$ cat src/rtl/piso_arb_ctrl.sv
// piso_arb_ctrl: two-requester round-robin arbiter feeding a MSB-first parallel-to-serial framer.
//   Parameter WIDTH (2..16): parallel word width.
//   Ports: clk, rst (sync, active-high);
//          req0_valid/req0_data/req0_ready, req1_valid/req1_data/req1_ready (valid/ready word inputs);
//          sout, sout_valid, sout_first, sout_last (serial frame output, registered);
//          gnt_id (source of current/last frame), busy (FSM not idle).
//   Macro PISO_PARITY_EN: appends an even-parity bit cycle after the data bits.
module piso_arb_ctrl #(
    parameter int WIDTH = 4
) (
    input  logic             clk,
    input  logic             rst,
    input  logic             req0_valid,
    input  logic [WIDTH-1:0] req0_data,
    output logic             req0_ready,
    input  logic             req1_valid,
    input  logic [WIDTH-1:0] req1_data,
    output logic             req1_ready,
    output logic             sout,
    output logic             sout_valid,
    output logic             sout_first,
    output logic             sout_last,
    output logic             gnt_id,
    output logic             busy
);
    localparam int CW = $clog2(WIDTH + 1);
`ifdef PISO_PARITY_EN
    typedef enum logic [1:0] {IDLE, SHIFT, PAR} state_t;
`else
    typedef enum logic {IDLE, SHIFT} state_t;
`endif
    state_t           state_q, state_d;
    logic [WIDTH-1:0] sr_q, sr_d;
    logic [CW-1:0]    cnt_q, cnt_d;
    logic             last_q, last_d;
    logic             gnt_q, gnt_d;
    logic             sout_q, sout_d;
    logic             vld_q, vld_d;
    logic             first_q, first_d;
    logic             fin_q, fin_d;
    logic             busy_q, busy_d;
    logic             pick1, grant;
`ifdef PISO_PARITY_EN
    logic             par_q, par_d;
`endif

    always_comb begin
        // requester 1 wins when alone, or when both ask and requester 0 had the last grant
        pick1      = req1_valid && (!req0_valid || !last_q);
        grant      = !rst && state_q == IDLE && (req0_valid || req1_valid);
        req0_ready = grant && !pick1;
        req1_ready = grant && pick1;
        state_d    = state_q;
        sr_d       = sr_q;
        cnt_d      = cnt_q;
        last_d     = last_q;
        gnt_d      = gnt_q;
`ifdef PISO_PARITY_EN
        par_d      = par_q;
`endif
        case (state_q)
            IDLE: begin
                if (grant) begin
                    sr_d    = pick1 ? req1_data : req0_data;
                    cnt_d   = CW'(1);
                    gnt_d   = pick1;
                    last_d  = pick1;
                    state_d = SHIFT;
`ifdef PISO_PARITY_EN
                    par_d   = ^sr_d;
`endif
                end
            end
            SHIFT: begin
                // cnt_q counts bits already presented; it tops out at WIDTH and never wraps
                if (cnt_q == CW'(WIDTH)) begin
                    cnt_d   = '0;
`ifdef PISO_PARITY_EN
                    state_d = PAR;
`else
                    state_d = IDLE;
`endif
                end else begin
                    cnt_d = cnt_q + CW'(1);
                    sr_d  = sr_q << 1;
                end
            end
            default: state_d = IDLE;
        endcase
        // outputs are registered from the next-state view so they line up with state_q
        vld_d   = state_d != IDLE;
        busy_d  = state_d != IDLE;
        first_d = state_q == IDLE && state_d == SHIFT;
`ifdef PISO_PARITY_EN
        sout_d  = state_d == PAR ? par_q : (state_d == SHIFT && sr_d[WIDTH-1]);
        fin_d   = state_d == PAR;
`else
        sout_d  = state_d == SHIFT && sr_d[WIDTH-1];
        fin_d   = state_d == SHIFT && cnt_d == CW'(WIDTH);
`endif
    end

    always_ff @(posedge clk) begin
        if (rst) begin
            state_q <= IDLE;
            sr_q    <= '0;
            cnt_q   <= '0;
            last_q  <= 1'b1;
            gnt_q   <= 1'b0;
            sout_q  <= 1'b0;
            vld_q   <= 1'b0;
            first_q <= 1'b0;
            fin_q   <= 1'b0;
            busy_q  <= 1'b0;
`ifdef PISO_PARITY_EN
            par_q   <= 1'b0;
`endif
        end else begin
            state_q <= state_d;
            sr_q    <= sr_d;
            cnt_q   <= cnt_d;
            last_q  <= last_d;
            gnt_q   <= gnt_d;
            sout_q  <= sout_d;
            vld_q   <= vld_d;
            first_q <= first_d;
            fin_q   <= fin_d;
            busy_q  <= busy_d;
`ifdef PISO_PARITY_EN
            par_q   <= par_d;
`endif
        end
    end

    assign sout       = sout_q;
    assign sout_valid = vld_q;
    assign sout_first = first_q;
    assign sout_last  = fin_q;
    assign gnt_id     = gnt_q;
    assign busy       = busy_q;
endmodule

$ cat config.mk
export PLATFORM = sky130hd
export DESIGN_NAME = piso_arb_ctrl
export DESIGN_NICKNAME = d
export VERILOG_FILES = /design/src/rtl/piso_arb_ctrl.sv
export SDC_FILE = /design/constraint.sdc
export NUM_CORES = 1
export LEC_CHECK = 0
export BUFFER_PORTS_ARGS = -buffer_cell sky130_fd_sc_hd__buf_2
export CORE_AREA = 2 2 39 41
export CTS_BUF_LIST = sky130_fd_sc_hd__clkbuf_4
export DETAILED_ROUTE_END_ITERATION = 6
export DIE_AREA = 0 0 41 43
export GPL_TIMING_DRIVEN = 0
export PLACE_DENSITY = 0.78
export SETUP_SLACK_MARGIN = 0.05
export SLEW_MARGIN = 5
export SYNTH_ARGS = -nofsm -noshare
export SYNTH_HDL_FRONTEND = slang
export SYNTH_SLANG_ARGS = --single-unit
$ cat constraint.sdc
create_clock -name clk -period 1.85 [get_ports clk]
set_clock_uncertainty 0.1 [all_clocks]
set_input_delay 0.185 -clock clk [delete_from_list [all_inputs] [get_ports clk]]
set_output_delay 0.185 -clock clk [all_outputs]
set_load 0.05 [all_outputs]
# Word level (Yosys, flattened, before mapping)
# Index checks and enable logic that the tools add are counted.
[word_totals]
memories = 0
latchBits = 0
output_inout_bits = 8
reg_bits = 13
romBits = 0
mem_bits_rw = 0
[op_classes]
n_mux = 10
n_bitwise = 1
magnitude_cmp = 0
add_sub_neg = 1
n_shift = 0
div = 0
n_mul = 0
reduce_logical = 16
eq_ne = 4
[ops]
columns = ["cell", "count"]
rows = [
  ["$mux 4", 3],
  ["$logic_and 1x1->1", 8],
  ["$pmux 4 s2", 1],
  ["$eq 3x3->1 const B", 2],
  ["$mux 3", 2],
  ["$pmux 3 s2", 1],
  ["$logic_not 1->1", 4],
  ["$ne 2x2->1 const B", 2],
  ["$reduce_and 2->1", 2],
  ["$add 3x1->3 const B", 1],
  ["$logic_or 1x1->1", 2],
  ["$mux 1", 2],
  ["$pmux 1 s2", 1],
  ["$not 1->1", 1],
]

# Depth between registers and ports, before layout
# Gate-level depths: netlist of the first run.
[logic_depth]
ltp_word = 7
mapped_depth = 6
mapped_depth_nobuf = 6

# Worst setup path before layout of the first run
# OpenSTA, ideal clock, no wires.
[synth_timing]
path_type = "register -> register"
start = "reg busy (netlist name)"
end = "reg sout_q (netlist: sout)"
required_ps = 1607
path_slack_ps = -19
arrival_ps = 1626
path_stages_with_launch = 6
path_buffers = 1
path_cell_list = "dfxtp_1 > nor2_2 > and3_1 > buf_6 > a222oi_1 > a2111oi_2"
[synth_rtl]
columns = ["item", "line", "text"]
rows = [
  ["end signal, assigned", "124", "sout_q <= sout_d;"],
  ["end, declared", "37", "logic sout_q, sout_d;"],
]

==> flow_metrics.env, run 1 <==
export IMPL_die_w_um=41
export IMPL_post_place_cells=102
export IMPL_cp_max_fo=7
export IMPL_rsz0062_at_grt="false"
export IMPL_clockBufferDepth=2
export IMPL_drive_gt1_frac=0.367
export IMPL_final_common_cell="buf_2"
export IMPL_ys_ff_latch=13
export IMPL_place_area_um2=724
export IMPL_dieArea_mm2=0.00176
export IMPL_final_cell_mix="buf_2, dfxtp_1, nand2_1"
export IMPL_final_area_um2=754
export IMPL_initial_core_util=0.439
export IMPL_dr_pass1_iters=4
export IMPL_grt_max_degree=11
export IMPL_grt_overflow=0
export IMPL_postRouteWirelength_um=1280
export IMPL_setup_violations_final=0
export IMPL_min_period_over_period=0.890
export IMPL_syn_area_um2=608
export IMPL_cts_resized_gates=0
export IMPL_cts_buffers=3
export IMPL_place_congestion=0.708
export IMPL_fillCellCount=130
export IMPL_drc=0
export IMPL_syn_nets=81
export IMPL_vias=563
export IMPL_critPathCaptureType="primary output"
export IMPL_syn_inst=67
export IMPL_grt_pass1_vias=532
export IMPL_cts_root_buf="clkbuf_4"
export IMPL_dp_slack_ns=0.273
export IMPL_regArea_um2=262
export IMPL_core_area_mm2=0.00138
export IMPL_worstMarginPinSlew_ns=0.465
export IMPL_hold_violations=0
export IMPL_grt_use_total=0.190
export IMPL_synth_seq_area_share=0.428
export IMPL_slew_viol_final=0
export IMPL_io_pins=20
export IMPL_min_path_type="primary input to flop"
export IMPL_placementRows=14
export IMPL_fin_nets=105
export IMPL_wire_per_inst_um=12.1
export IMPL_p_leak_nw=0.358
export IMPL_ys_flop_type="dfxtp_1"
export IMPL_antenna_found_initial=0
export IMPL_setup_tns_ns=0
export IMPL_ant_nets=0
export IMPL_clock_sinks=13
export IMPL_required_ns=1.56
export IMPL_layout_cells_non_filler=106
export IMPL_post_route_worst_setup_slack_ns=0.204
export IMPL_hold_buffers=0
export IMPL_max_freq_mhz=608
export IMPL_fin_crit_ns=1.65
export IMPL_yosys_warnings=0
export IMPL_p_per_area_mw_per_mm2=885
export IMPL_grt_pass1_wl_um=2190
export IMPL_ir_worst_vdd_uv=450
export IMPL_first_iter_violations=14
export IMPL_diodes=0
export IMPL_maxCapViolations=0
export IMPL_cts_post_setup_buffers_inserted=0
export IMPL_htreeDepth=1
export IMPL_multi_input_area_um2=288
export IMPL_cts_tree="yes"
export IMPL_viasPerCell=5.31
export IMPL_critPathArrivalTime_ns=1.36
export IMPL_io_buffer_count=19
export IMPL_outcome="finished, final reports clean"
export IMPL_syn_area_per_cell_um2=9.08
export IMPL_synthToLayoutAreaGrowth_pct=24.1
export IMPL_clk_latency_ns=0.28
export IMPL_crit_type="flop to primary output"
export IMPL_clkTransAtPathRegs_ns=0.08
export IMPL_die_h_um=43
export IMPL_synth_cell_type_count=27
export IMPL_slew_headroom=0.690
export IMPL_start_kind="flop"
export IMPL_dp_hpwl_um=956
export IMPL_synth_enable_flop_cells=0
export IMPL_synthArstFlopShare=0
-- cells in the mapped netlist, drive strengths merged, types with 2 or more instances --
master   n  area share
mux2i    2       0.033
inv      6       0.037
a22oi    5       0.062
and3     2       0.021
dfxtp   13        0.43
a21oi    5       0.047
nor2     4       0.029
ha       2       0.041
buf      4       0.056
or2      2       0.021
o21ai    2       0.016
nand2    7       0.043
nor3     2       0.016
-- power by group --
group	total, W	switching (W)	leakage, nW	internal [W]
clock	0.000198	0.0000996	0.0184	0.0000985
sequential	0.000313	0.0000123	0.107	0.000300
combinational	0.000157	0.0000999	0.232	0.0000568
total	0.000667	0.000212	0.358	0.000456
-- final cells by class --
class,count,share of cell area
Clock buffer,4,0.0398
Inverter,6,0.0299
Sequential cell,13,0.347
Tap cell,16,0.0265
Timing Repair Buffer,19,0.126
Multi-Input combinational cell,43,0.381
Buffer,5,0.0498
-- final timing paths --
path                      from    endpoint  slack (ns)  cells after the start
hold / removal    req1_data[1]     sr_q[1]        0.08                      3
setup reg to reg      cnt_q[0]     sr_q[2]        0.28                      5
hold reg to reg        sr_q[0]     sr_q[0]        0.38                      2
setup / recovery          busy  req1_ready        0.20                      4
-- logic make-up (layout without fill, tap and decap cells) --
logic type | after synthesis | in the layout | synth area share
compound gates | 18 | 18 | 0.220
mux | 3 | 3 | 0.0514
buf+inv | 11 | 34 | 0.0988
flops | 13 | 13 | 0.428
simple gates | 20 | 20 | 0.161
fa+ha+maj | 2 | 2 | 0.0411
-- state kept, by name, summed over array words and instances (netlist names) --
| signal | cells |
|---|---|
| sout_first | 1 |
| busy | 1 |
| sout_last | 1 |
| sout | 1 |
| sr_q | 4 |
| last_q | 1 |
| cnt_q | 3 |
| gnt_id | 1 |
-- layer usage --
metal | wire, um | vias up | global-route usage
met1 | 547 | 254 | 0.225
met3 | 85 | 5 | 0.0314
met2 | 599 | 25 | 0.288
met5 | 0 | - | 0
met4 | 50 | 0 | 0.140
li1 | - | 279 | -
-- worst max-delay path, stage by stage (launching register included) --
cell and delay, ns:
dfxtp_2 0.34, nor2_2 0.15, and3_1 0.17, buf_4 0.14
buf_2 0.26
-- through the flow --
step | hold WS [ns] | util | power [W]
after floorplan | 0.269 | - | 0.000436
after global placement | 0.345 | 0.524 | 0.000472
after detailed placement | 0.368 | 0.524 | 0.000476
after CTS | 0.0832 | 0.545 | 0.000669
after global routing | 0.0912 | 0.545 | 0.000706
final | 0.0843 | 0.545 | 0.000667
Note: power is estimated with default switching activity, not from simulation.
==> inputs of run 2 (changes only) <==
--- a/config.mk
+++ b/config.mk
@@ -5,13 +5,14 @@
 export SDC_FILE = /design/constraint.sdc
 export NUM_CORES = 1
 export LEC_CHECK = 0
+export ABC_AREA = 1
 export BUFFER_PORTS_ARGS = -buffer_cell sky130_fd_sc_hd__buf_2
-export CORE_AREA = 2 2 39 41
+export CORE_UTILIZATION = 48
 export CTS_BUF_LIST = sky130_fd_sc_hd__clkbuf_4
 export DETAILED_ROUTE_END_ITERATION = 6
-export DIE_AREA = 0 0 41 43
 export GPL_TIMING_DRIVEN = 0
-export PLACE_DENSITY = 0.78
+export HOLD_SLACK_MARGIN = 0.03
+export PLACE_DENSITY = 0.8
 export SETUP_SLACK_MARGIN = 0.05
 export SLEW_MARGIN = 5
 export SYNTH_ARGS = -nofsm -noshare
==> flow_metrics.env, run 2 <==
export IMPL_grt_use_total=0.221
export IMPL_final_common_cell="nand2_1"
export IMPL_rsz0062_at_grt="false"
export IMPL_critPathArrivalTime_ns=1.43
export IMPL_worstMarginPinSlew_ns=0.434
export IMPL_clk_latency_ns=0.28
export IMPL_ir_worst_vdd_uv=464
export IMPL_cp_max_fo=10
export IMPL_synth_seq_area_share=0.388
export IMPL_largest_reg_flops=4
export IMPL_path_delay_family="flip-flops"
export IMPL_fin_util=0.641
export IMPL_postRouteWirelength_um=1460
export IMPL_grt_max_degree=11
export IMPL_cts_tree="yes"
export IMPL_outcome="finished, final reports clean"
export IMPL_setup_violations_final=0
export IMPL_placementRows=13
export IMPL_synth_top_cell_area_share=0.388
export IMPL_hold_violations=0
export IMPL_multi_input_area_um2=325
export IMPL_slew_viol_final=0
export IMPL_maxCapViolations=0
export IMPL_path_buf_inv=2
export IMPL_clkTransAtPathRegs_ns=0.08
export IMPL_synthToLayoutAreaGrowth_pct=24.4
export IMPL_ant_nets=0
export IMPL_clockBufferDepth=2
export IMPL_syn_inst=94
export IMPL_initial_core_util=0.515
export IMPL_wl_met3_um=82
export IMPL_die_w_um=39.4
export IMPL_slew_headroom=0.710
export IMPL_fin_crit_ns=1.72
export IMPL_syn_area_um2=671
export IMPL_start_kind="flop"
export IMPL_dp_hpwl_um=1050
export IMPL_min_path_type="primary input to flop"
export IMPL_ys_flop_type="dfxtp_1"
export IMPL_synth_cell_type_count=22
export IMPL_wl_met1_um=639
export IMPL_p_leak_nw=0.458
export IMPL_critPathMaxStageDelay_ns=0.40
export IMPL_required_ns=1.56
export IMPL_syn_area_per_cell_um2=7.13
export IMPL_clock_sinks=13
export IMPL_synth_area_top_cells="dfxtp_1, nand2_1, inv_1"
export IMPL_cts_root_buf="clkbuf_4"
export IMPL_htreeDepth=1
export IMPL_fillCellCount=119
export IMPL_place_congestion=0.812
export IMPL_yosys_warnings=0
export IMPL_fin_nets=133
export IMPL_first_iter_violations=14
export IMPL_synth_enable_flop_cells=0
export IMPL_wire_per_inst_um=11.0
export IMPL_synth_area_leader_cell="dfxtp_1"
export IMPL_cts_buffers=3
export IMPL_synthArstFlopShare=0
export IMPL_io_buffer_count=18
export IMPL_p_per_area_mw_per_mm2=820
export IMPL_synth_top_cells_by_count="nand2_1, dfxtp_1, inv_1"
export IMPL_final_cell_mix="nand2_1, buf_2, dfxtp_1"
export IMPL_dr_max_layer_used="met4"
export IMPL_max_freq_mhz=582
export IMPL_io_pins=20
export IMPL_crit_chain="nor2_4, nand2_4, buf_8, nor2_2, clkbuf_4"
export IMPL_synth_most_common_cell="nand2_1"
export IMPL_min_period_over_period=0.929
export IMPL_drc=0
export IMPL_regMostFlops="sr_q"
export IMPL_critPathSlowestCell="dfxtp_1"
export IMPL_setup_tns_ns=0
export IMPL_cts_post_setup_buffers_inserted=0
export IMPL_reg_top3="sr_q x4, cnt_q x3"
export IMPL_critPathCaptureType="primary output"
export IMPL_grt_pass1_wl_um=2240
export IMPL_regArea_um2=260
export IMPL_diodes=0
export IMPL_core_area_mm2=0.00130
export IMPL_ys_ff_latch=13
export IMPL_crit_type="flop to primary output"
export IMPL_p_total_w=0.000685
export IMPL_syn_nets=108
export IMPL_vias=671
export IMPL_drive_gt1_frac=0.288
export IMPL_met2WireLength_um=717
export IMPL_viasPerCell=5.05
export IMPL_grt_overflow=0
export IMPL_grt_pass1_vias=574
export IMPL_antenna_found_initial=0
export IMPL_die_h_um=39.4
export IMPL_dieArea_mm2=0.00155
export IMPL_dr_pass1_iters=4
[run 2: per-stage QoR]
| step | hold WS (ns) | std cells | setup slack, ns | cell area, um2 |
|---|---|---|---|---|
| final | 0.124 | 133 | 0.132 | 835 |
| after global routing | 0.145 | 133 | 0.0613 | 835 |
| after CTS | 0.127 | 133 | 0.113 | 832 |
| after detailed placement | 0.306 | 127 | 0.418 | 782 |
| after global placement | 0.308 | 127 | 0.438 | 782 |
| after floorplan | 0.280 | 94 | 0.107 | 673 |
[run 2: cells by family (layout without fill, tap and decap cells)]
| group | count (synthesis) | count (layout) | synth area share |
|---|---|---|---|
| flip-flops | 13 | 13 | 0.388 |
| adder cells (fa/ha/maj) | 2 | 2 | 0.0373 |
| AND/OR/NAND/NOR | 52 | 52 | 0.353 |
| buffers and inverters | 16 | 40 | 0.131 |
| XOR/XNOR | 1 | 1 | 0.0131 |
| AO/OA/AOI/OAI | 10 | 10 | 0.0784 |
[run 2: layout make-up]
cell class / instances / area share
repair buffers: 20 / 0.135
clock buffers: 4 / 0.0360
plain buffers: 3 / 0.0405
well taps: 15 / 0.0225
multi-input cells: 65 / 0.390
inverters: 13 / 0.0645
flip-flops and latches: 13 / 0.312
[run 2: final timing paths]
path | start | to | slack, ns | cells past startpoint
max | busy | req1_ready | 0.13 | 5
min | req1_data[2] | sr_q[2] | 0.12 | 5
max reg2reg | cnt_q[0] | sout_last | 0.37 | 9
min reg2reg | sr_q[0] | sr_q[0] | 0.37 | 2
[run 2: tightest hold or removal path, cell delays in order]
cell,delay [ns]
buf_2,0.07
nand2_1,0.04
nand2_1,0.05
a21oi_1,0.05
nor2_1,0.07
[run 2: routing by layer]
layer,vias to the layer above,GRT usage
met1,310,0.252
met2,15,0.363
li1,342,-
met4,0,0.0948
met3,4,0.0852
met5,-,0
[run 2: repair_timing]
item                                   in CTS  in global routing
hold buffers                                2                  0
endpoints found under the hold margin       5                  0
resized for setup                           0                  1
setup endpoints to repair                   0                  1
[run 2: power breakdown]
group	switching (W)	total (W)	internal, W
Sequential	0.0000153	0.000316	0.000301
Clock	0.0000881	0.000186	0.0000984
Combinational	0.000120	0.000182	0.0000617
Total	0.000224	0.000685	0.000461
==> inputs of run 3 (changes only) <==
--- a/config.mk
+++ b/config.mk
@@ -7,12 +7,14 @@
 export LEC_CHECK = 0
 export ABC_AREA = 1
 export BUFFER_PORTS_ARGS = -buffer_cell sky130_fd_sc_hd__buf_2
-export CORE_UTILIZATION = 48
+export CORE_ASPECT_RATIO = 0.8
+export CORE_UTILIZATION = 25
 export CTS_BUF_LIST = sky130_fd_sc_hd__clkbuf_4
+export CTS_CLUSTER_DIAMETER = 40
 export DETAILED_ROUTE_END_ITERATION = 6
 export GPL_TIMING_DRIVEN = 0
 export HOLD_SLACK_MARGIN = 0.03
-export PLACE_DENSITY = 0.8
+export PLACE_DENSITY = 0.5
 export SETUP_SLACK_MARGIN = 0.05
 export SLEW_MARGIN = 5
 export SYNTH_ARGS = -nofsm -noshare
==> flow_metrics.env, run 3 (synthesis gave the netlist of run 2 again) <==
export IMPL_outcome="finished, final reports clean"
export IMPL_crit_chain="nor2_4, nand2_4, buf_8, nor2_2, clkbuf_4"
export IMPL_clkTransAtPathRegs_ns=0.08
export IMPL_grt_pass1_wl_um=2420
export IMPL_reg_top3="sr_q x4, cnt_q x3"
export IMPL_critPathCaptureType="primary output"
export IMPL_crit_type="flop to primary output"
export IMPL_maxCapViolations=0
export IMPL_place_area_um2=808
export IMPL_vias=635
export IMPL_cts_tree="yes"
export IMPL_final_area_um2=860
export IMPL_grt_pass1_vias=561
export IMPL_grt_max_degree=11
export IMPL_clock_sinks=13
export IMPL_antenna_found_initial=0
export IMPL_worstMarginPinSlew_ns=0.415
export IMPL_first_iter_violations=19
export IMPL_dr_pass1_iters=4
export IMPL_hold_violations=0
export IMPL_p_leak_nw=0.457
export IMPL_slew_viol_final=0
export IMPL_cp_max_fo=10
export IMPL_critPathSlowestCell="dfxtp_2"
export IMPL_fin_crit_ns=1.64
export IMPL_post_route_worst_setup_slack_ns=0.211
export IMPL_grt_use_total=0.112
export IMPL_regMostFlops="sr_q"
export IMPL_ir_worst_vdd_uv=447
export IMPL_start_kind="flop"
export IMPL_critPathMaxStageDelay_ns=0.38
export IMPL_grt_overflow=0
export IMPL_cts_root_buf="clkbuf_4"
export IMPL_clockBufferDepth=2
export IMPL_final_common_cell="nand2_1"
export IMPL_p_total_w=0.000666
export IMPL_die_h_um=48.3
export IMPL_critPathLaunch="busy"
export IMPL_postRouteWirelength_um=1420
export IMPL_critPathArrivalTime_ns=1.35
export IMPL_diodes=0
export IMPL_wire_per_inst_um=9.23
export IMPL_place_congestion=0.709
export IMPL_clk_latency_ns=0.27
export IMPL_cts_buffers=3
export IMPL_cts_post_setup_buffers_inserted=0
export IMPL_p_per_area_mw_per_mm2=775
export IMPL_die_w_um=59.9
export IMPL_rsz0062_at_grt="false"
export IMPL_required_ns=1.56
export IMPL_io_pins=20
export IMPL_setup_tns_ns=0
export IMPL_viasPerCell=4.12
export IMPL_dp_hpwl_um=1130
export IMPL_slew_headroom=0.724
export IMPL_io_buffer_count=18
export IMPL_drc=0
export IMPL_synthToLayoutAreaGrowth_pct=28.2
export IMPL_fillCellCount=298
export IMPL_core_area_mm2=0.00250
export IMPL_ant_nets=0
export IMPL_max_freq_mhz=610
export IMPL_dieArea_mm2=0.00289
export IMPL_worstHoldStart="req1_data[2]"
export IMPL_drive_gt1_frac=0.297
export IMPL_r2r_start="cnt_q[0]"
export IMPL_setup_violations_final=0
export IMPL_placementRows=16
export IMPL_htreeDepth=1
export IMPL_initial_core_util=0.268
export IMPL_min_period_over_period=0.886
export IMPL_fin_nets=133
export IMPL_dp_slack_ns=0.412
export IMPL_largest_reg_flops=4
export IMPL_min_path_type="primary input to flop"
export IMPL_final_cell_mix="nand2_1, buf_2, dfxtp_1"
## run 3: cell types whose count changed in the layout (fill, tap and decap cells not counted), sizes merged
cell    delta
clkbuf     -1
clkinv     +1
## run 3: layout make-up
type,instances,area [um2],share of cell area
buffer,3,33.8,0.0393
clock buffer,3,22.5,0.0262
clock inverter,1,5.00,0.00582
inverter,13,53.8,0.0626
multi-input combinational,65,325,0.378
sequential,13,262,0.304
tap,36,45.0,0.0524
timing repair buffer,20,113,0.131
## run 3: timing repair
action,in CTS,in global routing
endpoints found under the setup margin,0,2
endpoints found under the hold margin,5,0
hold buffers,2,0
resized for setup,0,2
## run 3: path summary, 6_finish.rpt
path,endpoint,slack [ns],cells after the start
hold reg to reg,gnt_id,0.37,2
setup / recovery,req1_ready,0.21,5
setup reg to reg,sout_last,0.41,9
hold / removal,sr_q[2],0.13,5
## run 3: layer usage
metal	up-vias	routed length (um)	track usage
met1	280	798	0.162
met5	-	0	0
li1	345	-	-
met2	10	557	0.146
met4	0	0	0.0233
met3	0	66	0.0561
## run 3: worst max-delay path, delay by kind of cell (launching register included)
kind / cells / cell delay, ns
buffers and inverters: 2 / 0.38
AND/OR/NAND/NOR: 3 / 0.31
flip-flops: 1 / 0.38
## run 3: through the flow
stage	util	hold WS, ns	std cells
final	0.344	0.133	154
after global routing	0.344	0.136	154
after CTS	0.342	0.122	154
after detailed placement	0.323	0.312	148
after global placement	0.323	0.310	148
after floorplan	-	0.280	94
## run 3: power breakdown
part	switching, W	leakage [nW]	internal (W)	total [W]
logic	0.000118	0.333	0.0000616	0.000180
clock network	0.0000897	0.0177	0.0000801	0.000170
registers	0.0000157	0.107	0.000301	0.000317
